<file path="config.mk">
export PLATFORM = sky130hd
export DESIGN_NAME = serial_adder_seg
export DESIGN_NICKNAME = d
export VERILOG_FILES = /design/src/rtl/serial_adder_seg.sv
export SDC_FILE = /design/constraint.sdc
export NUM_CORES = 1
export LEC_CHECK = 0
export ABC_AREA = 1
export BUFFER_PORTS_ARGS = -buffer_cell sky130_fd_sc_hd__buf_2
export CORE_MARGIN = 3
export CORE_UTILIZATION = 57
export DETAILED_ROUTE_END_ITERATION = 12
export GPL_TIMING_DRIVEN = 0
export PLACE_DENSITY = 0.94
export SETUP_SLACK_MARGIN = 0.4
export SYNTH_ARGS = -nofsm -noshare
export SYNTH_HDL_FRONTEND = slang
export SYNTH_SLANG_ARGS = --single-unit
</file>
<file path="constraint.sdc">
create_clock -name clk_2 -period 3.81 [get_ports clk_2]
set_input_delay 0.762 -clock clk_2 [delete_from_list [all_inputs] [get_ports clk_2]]
set_output_delay 0.762 -clock clk_2 [all_outputs]
set_load 0.03 [all_outputs]
</file>
<file path="src/rtl/serial_adder_seg.sv">
// rtl/serial_adder_seg.sv - bit-serial add/sub with registered result and scanned hex 7-seg display
// Optional build macro SERIAL_ADDER_SIGNED_EN selects two's-complement result/overflow semantics.
module serial_adder_seg #(
    parameter int WIDTH       = 4,
    parameter int SCAN_CYCLES = 4,
    localparam int NUM_NIB    = (WIDTH + 4) / 4,
    localparam int NDIG       = (NUM_NIB > 1) ? $clog2(NUM_NIB) : 1
) (
    input  logic             clk_2,
    input  logic             reset,
    input  logic [WIDTH-1:0] op_a,
    input  logic [WIDTH-1:0] op_b,
    input  logic             mode,
    input  logic             start,
    output logic             busy,
    output logic             done,
    output logic [WIDTH:0]   result,
    output logic             overflow,
    output logic [7:0]       SEG,
    output logic [NDIG-1:0]  seg_digit
);

    localparam int IW = $clog2(WIDTH);
    localparam int CW = (SCAN_CYCLES > 1) ? $clog2(SCAN_CYCLES) : 1;

    typedef enum logic [1:0] {
        S_IDLE = 2'd0,
        S_CALC = 2'd1,
        S_DONE = 2'd2
    } state_t;

    state_t           state;
    state_t           state_nxt;
    logic             start_q;
    logic             start_accept;
    logic [WIDTH-1:0] a_sh;
    logic [WIDTH-1:0] b_sh;
    logic             carry;
    logic [IW-1:0]    bit_idx;
    logic             last_bit;
    logic             fa_sum;
    logic             fa_cout;
    logic             msb_flag;
    logic             ovf_flag;
`ifndef SERIAL_ADDER_SIGNED_EN
    logic             sub_q;
`endif
    logic [CW-1:0]    scan_cnt;
    logic [4*NUM_NIB-1:0] res_pad;
    logic [3:0]       nibble;
    logic [6:0]       seg7;

    assign start_accept = start && !start_q && (state == S_IDLE);
    assign last_bit     = (bit_idx == IW'(WIDTH - 1));

    always_ff @(posedge clk_2) begin
        if (reset) begin
            state <= S_IDLE;
        end else begin
            state <= state_nxt;
        end
    end

    always_comb begin
        state_nxt = state;
        case (state)
            S_IDLE:  if (start_accept) state_nxt = S_CALC;
            S_CALC:  if (last_bit) state_nxt = S_DONE;
            S_DONE:  state_nxt = S_IDLE;
            default: state_nxt = S_IDLE;
        endcase
    end

    always_comb begin
        busy = (state == S_CALC);
        done = (state == S_DONE);
    end

    // One full-adder slice; the sum bit shifts into the top of a_sh as its LSB shifts out.
    assign fa_sum  = a_sh[0] ^ b_sh[0] ^ carry;
    assign fa_cout = (a_sh[0] & b_sh[0]) | (a_sh[0] & carry) | (b_sh[0] & carry);

    always_comb begin
`ifdef SERIAL_ADDER_SIGNED_EN
        ovf_flag = carry ^ fa_cout;
        msb_flag = a_sh[0] ^ b_sh[0] ^ fa_cout;
`else
        msb_flag = fa_cout ^ sub_q;
        ovf_flag = fa_cout ^ sub_q;
`endif
    end

    always_ff @(posedge clk_2) begin
        if (reset) begin
            start_q  <= 1'b0;
            a_sh     <= '0;
            b_sh     <= '0;
            carry    <= 1'b0;
            bit_idx  <= '0;
`ifndef SERIAL_ADDER_SIGNED_EN
            sub_q    <= 1'b0;
`endif
            result   <= '0;
            overflow <= 1'b0;
        end else begin
            start_q <= start;
            if (start_accept) begin
                a_sh    <= op_a;
                b_sh    <= mode ? ~op_b : op_b;
                carry   <= mode;
                bit_idx <= '0;
`ifndef SERIAL_ADDER_SIGNED_EN
                sub_q   <= mode;
`endif
            end else if (state == S_CALC) begin
                a_sh    <= {fa_sum, a_sh[WIDTH-1:1]};
                b_sh    <= {1'b0, b_sh[WIDTH-1:1]};
                carry   <= fa_cout;
                bit_idx <= bit_idx + 1'b1;
                if (last_bit) begin
                    result   <= {msb_flag, fa_sum, a_sh[WIDTH-1:1]};
                    overflow <= ovf_flag;
                end
            end
        end
    end

    always_ff @(posedge clk_2) begin
        if (reset) begin
            scan_cnt  <= '0;
            seg_digit <= '0;
        end else if (scan_cnt == CW'(SCAN_CYCLES - 1)) begin
            scan_cnt  <= '0;
            seg_digit <= (seg_digit == NDIG'(NUM_NIB - 1)) ? '0 : seg_digit + 1'b1;
        end else begin
            scan_cnt <= scan_cnt + 1'b1;
        end
    end

    // Result is zero-padded up to a whole number of nibbles before selection.
    always_comb begin
        res_pad          = '0;
        res_pad[WIDTH:0] = result;
        nibble           = 4'h0;
        for (int i = 0; i < NUM_NIB; i++) begin
            if (seg_digit == NDIG'(i)) nibble = res_pad[4*i +: 4];
        end
    end

    always_comb begin
        seg7 = 7'h3F;
        case (nibble)
            4'h0: seg7 = 7'h3F;
            4'h1: seg7 = 7'h06;
            4'h2: seg7 = 7'h5B;
            4'h3: seg7 = 7'h4F;
            4'h4: seg7 = 7'h66;
            4'h5: seg7 = 7'h6D;
            4'h6: seg7 = 7'h7D;
            4'h7: seg7 = 7'h07;
            4'h8: seg7 = 7'h7F;
            4'h9: seg7 = 7'h6F;
            4'hA: seg7 = 7'h77;
            4'hB: seg7 = 7'h7C;
            4'hC: seg7 = 7'h39;
            4'hD: seg7 = 7'h5E;
            4'hE: seg7 = 7'h79;
            4'hF: seg7 = 7'h71;
            default: seg7 = 7'h3F;
        endcase
        SEG = {overflow, seg7};
    end

endmodule

</file>
## Word level (Yosys, flattened, before mapping)

Memories as Yosys holds them, arrays and structs flattened.
Index checks and enable logic that the tools add are counted.

- Bits in read-only memories: 112
- Bits in latches: 0
- Word-level logic and storage cells: 52
- Input port bits: 12
- Memories kept: 1
- Flip-flop bits (word level): 24
- Output and inout bits: 17
- RAM bits: 0

- Add/sub/neg operators: 3
- Multiplexer cells: 12
- Reduce and logical (&&, ||, !) cells: 9
- $lt $le $gt $ge: 0
- Multiply operators: 0
- Bitwise operators: 10
- Equality and inequality tests: 6
- Divide/modulo/power cells: 0
- Shift-type cells: 0

Memories:

| memory | words | bits a word | rd ports | clocked after memory_dff | wr ports | RTL line | text |
|---|---|---|---|---|---|---|---|
| (no name shown) | 16 | 7 | 1 | 0 | 0 | 152 | `case (nibble)` |

Operators by type and width:

| kind | count |
|---|---|
| $mux W4 | 6 |
| $eq A2 B2 Y1 const B | 3 |
| $add A2 B1 Y2 const B | 2 |
| $mux W2 | 2 |
| $not A4 Y4 | 1 |
| $pmux W2 S2 | 1 |
| $reduce_or A2 Y1 | 2 |
| $and A1 B1 Y1 | 3 |
| $mux W1 | 3 |
| $reduce_and A3 Y1 | 1 |
| $xor A1 B1 Y1 | 3 |
| $eq A2 B1 Y1 const B | 1 |
| $logic_and A1 B1 Y1 | 2 |
| $logic_not A2 Y1 | 1 |
| $ne A2 B1 Y1 const B | 1 |
| $ne A2 B2 Y1 const B | 1 |
| $or A1 B1 Y1 | 2 |
| $reduce_and A2 Y1 | 1 |
| $reduce_bool A2 Y1 | 1 |
| $add A1 B1 Y1 const B | 1 |
| $logic_not A1 Y1 | 1 |
| $not A1 Y1 | 1 |

## Depth between registers and ports, before layout

Gate-level depths: netlist (run 1).

- Word-level depth: 5
- Depth in mapped cells: 9
- Mapped depth without buffers: 9

## Least setup slack after synthesis (run 1)

No wires, ideal clock.

- Kind: reg-to-output
- Start point: register result[0]
- End point: output SEG[6]
- Setup slack: 998 ps
- Required time: 3048 ps
- Data arrival time: 2050 ps
- Stages on the path, launching flop included: 8
- Buffers on the path: 0
- Cell sequence: dfxtp_1 -> inv_1 -> o21ai_0 -> inv_1 -> ha_1 -> inv_1 -> nor2_1 -> o21ai_0

- Longest elaborated chain between the ends: 2

Ends and longest elaborated chain:

| element | RTL line | text |
|---|---|---|
| start, declared | 17 | `output logic [WIDTH:0] result,` |
| start signal, assigned | 121 | `result <= {msb_flag, fa_sum, a_sh[WIDTH-1:1]};` |
| $mux W4 | 146 | `if (seg_digit == NDIG'(i)) nibble = res_pad[4*i +: 4];` |
| $mem_v2 Z16 W7 | n/a |  |
| end, declared | 19 | `output logic [7:0] SEG,` |

Every way passes these cells.

## Worst setup path in the final report (run 1)

- Start point: register seg_digit
- End point: output SEG[3]

- Longest elaborated chain between the ends: 2

Ends and longest elaborated chain:

| element | RTL line | text |
|---|---|---|
| start, declared | 20 | `output logic [NDIG-1:0] seg_digit` |
| start signal, assigned | 134 | `seg_digit <= (seg_digit == NDIG'(NUM_NIB - 1)) ? '0 : seg_digit + 1'b1;` |
| $mux W4 | 146 |  |
| $mem_v2 Z16 W7 | n/a |  |

Every way passes these cells.

==> results.json, run 1 <==
{
  "status": "finished clean",
  "p_leak_uw": 0.000799,
  "grt_pass1_vias": 1057,
  "synth_top_area_share_pct": 34.1,
  "hold_depth": 1,
  "syn_area_um2": 1350,
  "start_util_pct": 60.5,
  "diodes": 0,
  "max_freq_ghz": 0.330,
  "pwr_density_cell_nw_per_um2": 301,
  "criticalPathCategory": "register to primary output",
  "yosysWarningCount": 0,
  "ys.flop_type": "dfxtp_1",
  "slew_viol_final": 0,
  "arrival_ps": 2270,
  "rsz0062_at_grt": "false",
  "routed_wl_mm": 2.74,
  "r2r_end": "result[4]",
  "skew_ps": 6.66,
  "overflow": 0,
  "drtIter0Drc": 28,
  "worstHoldPathType": "register to register",
  "yosysTopAreaCell": "dfxtp_1",
  "synth_edf_count": 0,
  "synthTopCellsByArea": "dfxtp_1 34%, nand2_1 19%, ha_1 8.3%",
  "tightest_slew_ps": 619,
  "die-area_um2": 2990,
  "hold_buffers": 0,
  "ys_types": 27,
  "antenna_found_initial": 0,
  "async_flop_share_pct": 0,
  "grt_use_met1_pct": 24.9,
  "drive_gt1_share_pct": 18.6,
  "grt_pass1_wl_mm": 4.43,
  "yosysMostFrequentCell": "nand2_1",
  "power.total_uw": 465,
  "clock_latency_ps": 320,
  "ant_nets": 0,
  "cts_buffer_depth": 2,
  "wire_per_inst_um": 10.8,
  "cts_tree": "built",
  "cts_max_level": 1,
  "worstPathRequired_ps": 3050,
  "core_area_um2": 2230,
  "fp.dieW_um": 54.7,
  "clockRootBuffer": "clkbuf_4",
  "portBuffers": 26,
  "path_clk_slew_ps": 130,
  "num_vias": 1242,
  "grt_busiest_layer": "met2",
  "postCtsSetupBuffers": 0,
  "endpoint_kind": "primary output",
  "hpwlAfterDp_mm": 2.10,
  "drcViolationCount": 0,
  "r2r-start": "a_sh[0]",
  "grtUsageMet3_pct": 3.54,
  "max_slew_margin_pct": 58.3,
  "met2_usage_pct": 34.1,
  "rows": 17,
  "yosys-top-cells-count": "68 x nand2_1, 23 x dfxtp_1, 22 x inv_1, 15 x nand3_1",
  "synth_seq_cells": 23,
  "hp-start": "scan_cnt[0]",
  "io_pins": 29,
  "syn_area_per_cell_um2": 6.89,
  "syn_nets": 218,
  "worstSetupStartpointType": "register",
  "grt_util_all_layers_pct": 20.0,
  "maxCapViolCount": 0,
  "synthesis.instances": 196,
  "path_max_fanout": 7,
  "drtPass1Iterations": 4,
  "regToRegSetupSlack_ps": 2520,
  "grt_max_degree": 14,
  "ir_drop_mv": 0.242,
  "ys_seq_area_share_pct": 34.1,
  "cts_resized": 0,
  "rr_worst_depth": 4,
  "hold_path_end": "scan_cnt[0]",
  "cts_sinks": 23,
  "gp_congestion": 0.849,
  "finalSetupTns_ps": 0,
  "layout.nets": 249,
  "period_share_pct": 79.6,
  "holdWs_ps": 442,
  "fin_crit_ps": 3030,
  "numCtsBuffers": 3,
  "fp.dieH_um": 54.7,
  "finalSetupViolations": 0,
  "areaGrowthSynthToFinish_pct": 14.3,
  "viasPerCell": 4.89,
  "timing_hold_violations_final": 0,
  "fin_util_pct": 69.1
}
[worst max path at each step]
| stage | slack (ps) | start | end | cells past startpoint |
|---|---|---|---|---|
| global route | 620 | seg_digit | SEG[3] | 7 |
| detailed placement | 1140 | seg_digit | SEG[3] | 7 |
| CTS | 780 | seg_digit | SEG[3] | 7 |
| global placement | 1230 | seg_digit | SEG[3] | 7 |
| floorplan | 1000 | result[0] | SEG[6] | 7 |
| finish | 780 | seg_digit | SEG[3] | 7 |
[stage by stage]
stage	std cells	worst slack [ps]	area [um2]
after floorplan	196	998	1350
after global placement	250	1230	1520
after detailed placement	250	1140	1520
after CTS	254	778	1540
after global routing	254	618	1540
final	254	778	1540
[report_power, final]
group | total, uW | internal [uW] | switching [uW] | leakage (uW)
Sequential | 267 | 256 | 11.4 | 0.000188
Combinational | 82.4 | 34.3 | 48.2 | 0.000593
Clock | 116 | 39.3 | 76.3 | 0.0000177
Total | 465 | 329 | 136 | 0.000799
[logic make-up (layout without fill, tap and decap cells)]
group                      count (synthesis)  after routing  synth area share (%)
xor gates and xnor gates                   5              5                  3.24
AOI/OAI and AO/OA                         24             24                  9.54
DFF                                       23             23                  34.1
adders and majority gates                 10             10                  9.82
and+or+nand+nor                          103            103                  32.0
buffers and inverters                     31             61                  11.3
[cell type report]
class	instances	area [um2]
plain buffers	8	66.3
clock buffers	3	22.5
clock inverters	1	5.00
fillers	211	689
inverters	23	86.3
multi-input cells	142	738
flip-flops and latches	23	460
well taps	28	35.0
repair buffers	26	130
[cell usage in the layout, fill, tap and decap left out, types with 2 or more instances in the layout]
master,instances
buf_4,2
buf_2,27
clkbuf_4,3
xnor2_1,3
o211ai_1,2
nand2_1,68
inv_1,22
buf_6,2
o21ai_0,7
nor2_4,2
ha_1,9
nor2_1,13
a21oi_1,13
xor2_1,2
nand3_1,15
dfxtp_1,23
[routing by layer]
metal | part of all wire [%] | vias up
met4 | 1.7 | 0
li1 | - | 672
met5 | 0 | -
met1 | 48 | 525
met3 | 5.6 | 7
met2 | 45 | 38
[sequential cells by signal (all words and copies together) (netlist names), 2 cells and up]
signal / flops
a_sh: 4
b_sh: 4
bit_idx: 2
result: 5
scan_cnt: 2
state: 2
[critical path, stage by stage, from the launching register on]
cell and delay (ps):
dfxtp_1 410, o21ai_0 540, inv_1 210, ha_1 320
nand2_1 70, nand2_1 60, o21a_1 170, buf_2 170
Power figures use the tool's default switching activity.
==> run 2, diff against run 1 <==
- CORE_UTILIZATION: 57 -> 53
- PLACE_DENSITY: 0.94 -> 0.89
- clock period: 3.81 -> 2.8 ns (I/O delays scaled with it)
==> results.json, run 2 (synthesized netlist as in run 1, its figures left out) <==
{
  "grt_util_all_layers_pct": 18.2,
  "fp.dieW_um": 56.5,
  "regMostFlops": "result",
  "slew_viol_final": 0,
  "areaGrowthSynthToFinish_pct": 22.7,
  "final_common_cell": "nand2_1",
  "fp.dieH_um": 56.5,
  "finalSetupViolations": 0,
  "cts_max_level": 1,
  "numCtsBuffers": 3,
  "cts_sinks": 23,
  "finalWorstSetupSlack_ps": 375,
  "cp-startpoint": "seg_digit",
  "maxCapViolCount": 0,
  "wire_per_inst_um": 12.0,
  "rows": 17,
  "fin_crit_ps": 2430,
  "ant_nets": 0,
  "max_freq_ghz": 0.412,
  "drtPass1Iterations": 4,
  "drive_gt1_share_pct": 26.6,
  "arrival_ps": 1870,
  "drcViolationCount": 0,
  "rsz0062_at_grt": "false",
  "core_area_um2": 2320,
  "clock_latency_ps": 310,
  "timing_hold_violations_final": 0,
  "portBuffers": 26,
  "worstSetupStartpointType": "register",
  "worstPathRequired_ps": 2240,
  "diodes": 0,
  "viasPerCell": 5.09,
  "largestRegisters": "result x5, a_sh x4, b_sh x4",
  "num-fill-cells": 201,
  "pwr_density_cell_nw_per_um2": 382,
  "r2r-start": "a_sh[0]",
  "hpwlAfterDp_mm": 2.09,
  "hp-start": "scan_cnt[0]",
  "num_vias": 1328,
  "grt_max_degree": 14,
  "clockRootBuffer": "clkbuf_4",
  "p_switching_uw": 183,
  "layout.nets": 256,
  "final_cell_mix": "65 x nand2_1, 25 x buf_2, 20 x dfxtp_1",
  "place_area_um2": 1520,
  "cts_tree": "built",
  "io_pins": 29,
  "endpoint_kind": "primary output",
  "routed_wl_mm": 3.13,
  "seqPwrFrac_pct": 57.3,
  "path_clk_slew_ps": 130,
  "finalSetupTns_ps": 0,
  "final_cell_area_um2": 1660,
  "worstHoldPathType": "register to register",
  "p_int_uw": 450,
  "power.share.switching_pct": 29.0,
  "start_util_pct": 58.3,
  "overflow": 0,
  "cts_buffer_depth": 2,
  "gp_congestion": 0.844,
  "max_slew_margin_pct": 70.1,
  "comb_power_share_pct": 18.3,
  "criticalPathCategory": "register to primary output",
  "pre_cts_slack_ps": 361,
  "status": "finished clean",
  "path_max_fanout": 6,
  "period_share_pct": 86.6,
  "antenna_found_initial": 0,
  "tightest_slew_ps": 447,
  "grt_pass1_vias": 1122,
  "ir_drop_mv": 0.302,
  "grt_pass1_wl_mm": 4.72,
  "die-area_um2": 3190,
  "skew_ps": 7.80,
  "drtIter0Drc": 45,
  "p_leak_uw": 0.000850,
  "largest_reg_flops": 5,
  "pwr-share-clk_pct": 24.4
}
run 2: cell type report:
cell class / instances / area [um2] / area share (%)
buffer: 8 / 66.3 / 4.00
clock buffer: 3 / 22.5 / 1.36
clock inverter: 1 / 5.00 / 0.302
inverter: 23 / 86.3 / 5.21
multi-input combinational: 142 / 785 / 47.3
sequential: 23 / 467 / 28.2
tap: 28 / 35.0 / 2.11
timing repair buffer: 33 / 191 / 11.5
run 2: critical path, stage by stage, from the launching register on:
cell and delay (ps):
dfxtp_4 400, buf_4 140, nor2_1 360, nand2_2 140, o211ai_1 150, o21a_1 220, buf_6 150
run 2: path summary, 6_finish.rpt:
check / end / slack [ps] / cells past startpoint
setup / recovery: SEG[3] / 370 / 6
hold / removal: scan_cnt[0] / 440 / 1
setup reg to reg: a_sh[3] / 1560 / 5
hold reg to reg: scan_cnt[0] / 440 / 1
run 2: timing repair:
item / in CTS / in global routing
hold buffers: 0 / 0
gates resized for setup: 5 / 17
setup buffers: 0 / 7
pin swaps: 0 / 2
endpoints found under the setup margin: 7 / 7
gates cloned: 0 / 0
run 2: stage by stage:
step                hold slack (ps)  instances  power [uW]  utilization (%)
floorplan                       404        196         453                -
global placement                415        250         478             65.7
detailed placement              418        250         481             65.7
CTS                             441        254         633             67.3
global route                    453        261         675             71.5
finish                          439        261         633             71.5
run 2: power groups by stage:
stage	Sequential (uW)	Clock (uW)	Combinational, uW
6_report	363	155	116
5_1_grt	366	176	133
2_1_floorplan	369	0	84.1
3_3_place_gp	369	0	109
3_5_place_dp	370	0	111
4_1_cts	363	158	112
run 2: per-layer routing:
| metal | wire (um) | vias up | track usage (%) | part of all wire [%] |
|---|---|---|---|---|
| met2 | 1510 | 38 | 29.4 | 48 |
| met1 | 1400 | 599 | 24.5 | 45 |
| met5 | 0 | - | 0 | 0 |
| met4 | 39 | 0 | 4.41 | 1.2 |
| met3 | 177 | 4 | 3.91 | 5.7 |
| li1 | - | 687 | - | - |
